--- config.mk ---
export PLATFORM = sky130hd
export DESIGN_NAME = jk_counter
export DESIGN_NICKNAME = d
export VERILOG_FILES = /design/src/rtl/jk_pkg.sv /design/src/rtl/jk_cell.sv /design/src/rtl/jk_counter.sv
export SDC_FILE = /design/constraint.sdc
export NUM_CORES = 1
export LEC_CHECK = 0
export BUFFER_PORTS_ARGS = -buffer_cell sky130_fd_sc_hd__buf_2
export CORE_MARGIN = 4
export CORE_UTILIZATION = 48
export CTS_CLUSTER_SIZE = 30
export DETAILED_ROUTE_END_ITERATION = 6
export PLACE_DENSITY = 0.79
export SYNTH_ARGS = -nofsm -noshare
export SYNTH_HDL_FRONTEND = slang
export SYNTH_HIERARCHICAL = 1
export SYNTH_SLANG_ARGS = --single-unit
--- constraint.sdc ---
create_clock -name clk -period 2.5 [get_ports clk]
set_input_delay 0.125 -clock clk [delete_from_list [all_inputs] [get_ports clk]]
set_output_delay 0.125 -clock clk [all_outputs]
set_load 0.02 [all_outputs]
--- src/rtl/jk_pkg.sv ---
// Shared types and the JK cell truth table for the jk_counter register bank.
package jk_pkg;

   typedef enum logic [1:0] {
      MODE_JK   = 2'b00,
      MODE_UP   = 2'b01,
      MODE_DOWN = 2'b10,
      MODE_LOAD = 2'b11
   } mode_t;

   // Classic JK next state: hold, reset, set, toggle.
   function automatic logic jk_next(input logic q, input logic j, input logic k);
      logic nq;
      case ({j, k})
         2'b00:   nq = q;
         2'b01:   nq = 1'b0;
         2'b10:   nq = 1'b1;
         default: nq = ~q;
      endcase
      return nq;
   endfunction

endpackage

--- src/rtl/jk_cell.sv ---
// Single JK storage bit with synchronous reset to a per-bit reset value and a
// cycle enable.
module jk_cell
   import jk_pkg::*;
(
   input  logic clk,
   input  logic rst,
   input  logic en,
   input  logic j,
   input  logic k,
   input  logic rst_val,
   output logic q
);

   always_ff @(posedge clk) begin
      if (rst)
         q <= rst_val;
      else if (en)
         q <= jk_next(q, j, k);
   end

endmodule

--- src/rtl/jk_counter.sv ---
// WIDTH-bit bank of JK cells usable as a raw JK register or an up/down/load
// counter. Define JKC_SAT_EN to saturate at the count boundaries instead of wrapping.
module jk_counter
   import jk_pkg::*;
#(
   parameter int               WIDTH   = 4,
   parameter logic [WIDTH-1:0] RST_VAL = '0
) (
   input  logic             clk,
   input  logic             rst,
   input  logic             en,
   input  mode_t            mode,
   input  logic [WIDTH-1:0] j,
   input  logic [WIDTH-1:0] k,
   input  logic [WIDTH-1:0] d,
   output logic [WIDTH-1:0] q,
   output logic             tc,
   output logic             wrap
);

   logic [WIDTH-1:0] t_up;
   logic [WIDTH-1:0] t_dn;
   logic [WIDTH-1:0] cell_j;
   logic [WIDTH-1:0] cell_k;
   logic [WIDTH-1:0] low_mask;
   logic             at_max;
   logic             at_zero;
   logic             wrap_next;

   assign at_max  = &q;
   assign at_zero = ~|q;

   // Bit i toggles when every lower bit is 1 (up) or 0 (down); masking the
   // upper bits keeps the chain free of combinational self-reference.
   always_comb begin
      t_up     = '0;
      t_dn     = '0;
      low_mask = '0;
      for (int i = 0; i < WIDTH; i++) begin
         low_mask = (WIDTH'(1) << i) - WIDTH'(1);
         t_up[i]  = &(q | ~low_mask);
         t_dn[i]  = &(~q | ~low_mask);
      end
   end

   always_comb begin
      cell_j = '0;
      cell_k = '0;
      case (mode)
         MODE_JK: begin
            cell_j = j;
            cell_k = k;
         end
         MODE_UP: begin
`ifdef JKC_SAT_EN
            if (!at_max) begin
               cell_j = t_up;
               cell_k = t_up;
            end
`else
            cell_j = t_up;
            cell_k = t_up;
`endif
         end
         MODE_DOWN: begin
`ifdef JKC_SAT_EN
            if (!at_zero) begin
               cell_j = t_dn;
               cell_k = t_dn;
            end
`else
            cell_j = t_dn;
            cell_k = t_dn;
`endif
         end
         default: begin
            cell_j = d;
            cell_k = ~d;
         end
      endcase
   end

   assign tc = ((mode == MODE_UP) && at_max) || ((mode == MODE_DOWN) && at_zero);

`ifdef JKC_SAT_EN
   assign wrap_next = 1'b0;
`else
   // A wrap happens exactly when an enabled count step leaves a terminal value.
   assign wrap_next = en && tc;
`endif

   genvar gi;
   generate
      for (gi = 0; gi < WIDTH; gi++) begin : g_cell
         jk_cell u_cell (
            .clk     (clk),
            .rst     (rst),
            .en      (en),
            .j       (cell_j[gi]),
            .k       (cell_k[gi]),
            .rst_val (RST_VAL[gi]),
            .q       (q[gi])
         );
      end
   endgenerate

   always_ff @(posedge clk) begin
      if (rst)
         wrap <= 1'b0;
      else
         wrap <= wrap_next;
   end

endmodule

==> results by stage <==
CTS:
- The clock transition at the registers of the reported paths is around 40 ps.
- The total clock buffers created by CTS is 3.
- The tree is rooted in a sky130_fd_sc_hd__clkbuf_4.
- The maximum buffer depth of the clock tree is 2.
- The post-cts gate resize count is 0.
- The count of buffers added by post-CTS timing repair for setup is 0.
- The number of hold buffers added after cts is 0.
- At the later pin of the worst-skew pair, clock insertion delay measures around 240 ps.
- The number of sinks driven by the clock tree is 5.
- The deepest level of the CTS H-tree is 1.
- The clock tree from TritonCTS is yes.

Placement:
- Once placement finished, the instance area stood at roughly 810 sq um.
- Buffers placed on the I/O ports in this run total 22.
- The final estimated routing congestion in global placement is roughly 0.74.
- Detailed placement finished with a half-perimeter wire length of 1.198 mm.

Critical path:
- The startpoint of the worst setup timing path is g_cell[0].u_cell/q.
- The critical path goes through and2_1 > a2111oi_0 > a21oi_1 > inv_1 > ha_1 > and2_1 > o31a_1.
- The category of the critical setup timing path is flip-flop to flip-flop.
- The critical path data arrival time is roughly 2200 ps.
- The worst setup path is captured at a flip-flop.
- The reg-to-reg critical path startpoint is g_cell[0].u_cell/q.
- STA puts the critical path data required time at roughly 2500 ps.
- The most frequent cell on the critical path is sky130_fd_sc_hd__and2_1.
- The highest-delay cell along the critical path is sky130_fd_sc_hd__edfxtp_1.
- The maximum fanout count along the critical path is 6.
- STA classifies the critical path startpoint as a flip-flop.
- The biggest cell delay along the critical path is approximately 500 ps.

Synthesis:
- The number of warnings printed during yosys synthesis is 6.
- A synthesized cell averages between 8 and 9 sq um.
- The fraction of the yosys area taken by sequential cells is between 20% and 30%.
- The number of flops mapped to enable cells by yosys is 4.
- The count of distinct cell types in the synthesized netlist is 24.
- The synthesis-stage register bit count is 5.
- The summed instance area of the synthesized netlist is 683.2 sq um.
- After technology mapping, the gate count stands at 82.
- The proportion of register bits with asynchronous set or reset after synthesis is 0%.
- Among all flip-flop cells after synthesis, the most frequent one is sky130_fd_sc_hd__edfxtp_1.

STA:
- The max-slew violation count is 0.
- Setup repair after global routing left no endpoint under its margin.
- Hold is met by roughly 200 ps.
- Static timing analysis puts the maximum clock frequency at 459.8 MHz.
- Setup violations remaining at the end of the flow were counted as 0.
- The clock period could shrink to 2175 ps.
- Across the routed clock network, the largest skew measured is about 1.5 ps.
- The sum of negative setup slack is 0 ps.
- After layout, the worst path uses 87.00% of the clock period.
- The total count of hold-check failures in the final report is 0.

Power:
- The reported leakage power is between 0.4 and 0.5 nW.
- Cell internal power was estimated by the tool at approximately 230 uW.
- Net switching is about 36% of the power.
- The share of total power dissipated in sequential elements is between 30% and 40%.
- The completed layout was analyzed and its total power is between 300 and 400 uW.
- For this design the ratio of total power to cell area is about 430 mW/mm^2.
- The portion of total power attributed to the clock network is around 26%.
- Combinational logic burns a little over 40% of the power.
- For this design the total switching power over the nets is between 100 and 150 uW.
- The peak supply drop is roughly 0.27 mV.

Routing:
- The post-route DRC violation count is 0.
- The first detailed-routing pass ran for 3 iterations.
- The final layout contains routed wiring with a total length of approximately 1.5 mm.
- The via total after detailed routing is between 600 and 700.
- The vias per cell is roughly 5.2.
- In this run, the number of DRC markers left after iteration 0 of detailed routing was 6.
- The detail route stage leaves a number of antenna-violating nets equal to 0.
- After detailed routing, the average wire length per cell comes to ~12 um.

Finish:
- In the final layout, the share of cells above drive strength 1 is 24.77%.
- The most common cell after layout, fill and taps aside is sky130_fd_sc_hd__buf_2.
- After the last flow step, the layout net total stands at between 100 and 150.
- Registers take between 100 and 150 sq um.
- Compared with the post-synthesis result, the final layout area differs by 23.08%.
- The top cell types in the final layout, fill and taps aside, are 22 x sky130_fd_sc_hd__buf_2, 15 x sky130_fd_sc_hd__inv_1, 12 x sky130_fd_sc_hd__ha_1.
- The number of filler instances in the final layout is ~130.
- 0 antenna diodes ended up in the layout.
- The multi-input logic area is slightly below 500 sq um.
- After routing the design area is about 840 sq um.

GRT:
- The total overflow reported by the global router is 0.
- The pin count of the biggest net entering global routing is 17.
- Global routing consumed, on the met1 layer, 16.67% of the routing resources.
- In the global route stage, met3 resource usage came out at approximately 7%.
- The fraction of met2 tracks used by global routing is 31.20%.
- The number of global-route vias before repair is roughly 630.
- Global routing used approximately 17% of the available tracks.
- The initial antenna violation count came to 0.
- In this run the most used layer during global routing was met2.
- The first-pass GRT wire length is ~2.5 mm.

Floorplan:
- The initial cell density of the core is just over 50%.
- In this run the core area contains 13 standard-cell rows.
- The die outline height is roughly 46 um.
- 23 I/O pins were placed.
- The width of the chip is 45.73 um.
- The core region is about 0.0013 sq mm.
- The area of the die is 0.002091 sq mm.

Hold path:
- The worst min-delay path category is input pin to flip-flop.
- The start point of the worst hold path is en.

Job:
- The tool flagged a number of max-cap violations equal to 0.

Status:
- The flow ran to the end, and the final reports show no timing, DRC or antenna violations.
## registers in the layout (all words and copies together), names as in the netlist
signal / flops
g_cell.u_cell/q: 4
wrap: 1
## critical path: cells and delay by family, from the launching register on
| family | cells | cell delay, ps |
|---|---|---|
| AND/OR/NAND/NOR | 2 | 390 |
| adder cells (fa/ha/maj) | 1 | 230 |
| AO/OA/AOI/OAI | 3 | 710 |
| buffers and inverters | 1 | 90 |
| flip-flops | 1 | 500 |
## Yosys cell counts, types with 2 or more instances
library cell                number  area (sq um)
sky130_fd_sc_hd__and2_1          5         31.28
sky130_fd_sc_hd__a2111oi_0       2         17.52
sky130_fd_sc_hd__ha_1           12         150.1
sky130_fd_sc_hd__inv_1          15         56.30
sky130_fd_sc_hd__nor2b_1         3         18.77
sky130_fd_sc_hd__a22oi_1         2         15.01
sky130_fd_sc_hd__a21o_1          4         30.03
sky130_fd_sc_hd__nor2_1          5         18.77
sky130_fd_sc_hd__nand2b_1        4         25.02
sky130_fd_sc_hd__edfxtp_1        4         120.1
sky130_fd_sc_hd__o31a_1          4         35.03
sky130_fd_sc_hd__a21oi_1        10         50.05
## per-stage QoR
| step | setup WS, ps | std cells | utilization [%] |
|---|---|---|---|
| floorplan | 425.5 | 85 | - |
| global placement | 369.2 | 120 | 61.82 |
| detailed placement | 314.6 | 120 | 61.82 |
| CTS | 309.7 | 124 | 63.82 |
| global route | 178.6 | 124 | 63.82 |
| finish | 324.9 | 124 | 63.82 |
## power by group through the flow
stage          registers [mW]  clock network, mW  logic (mW)
4_1_cts                 0.122             0.0978       0.149
5_1_grt                 0.124              0.102       0.168
3_3_place_gp            0.121                  0       0.141
3_5_place_dp            0.123                  0       0.148
6_report                0.121             0.0936       0.147
2_1_floorplan           0.132                  0      0.0886
## worst paths after layout
kind / end / slack [ps] / cells after the start
max: g_cell[1].u_cell/q / 320 / 7
max reg2reg: g_cell[1].u_cell/q / 320 / 7
min reg2reg: wrap / 720 / 2
min: wrap / 200 / 2
## cell type report
class	count	share of cell area, %
clock buffer	4	3.125
inverter	15	6.696
multi-input combinational	63	58.18
sequential	5	16.67
tap	15	2.232
timing repair buffer	22	13.10
## per-layer routing
metal  wire, um  part of all wire, %
met1        572                   39
met5          0                    0
met4         10                 0.68
met3         89                  6.0
met2        800                   54
## kinds of logic (layout without fill, tap and decap cells)
kind of cell	count (synthesis)	after routing	share of synthesized area (%)
compound gates	24	24	23.44
fa+ha+maj	12	12	21.98
buf+inv	17	41	9.522
flops	5	5	20.51
mux	2	2	3.662
other cells	1	4	0.5489
simple gates	21	21	20.33
No activity file was read; power rests on OpenSTA's default activity.
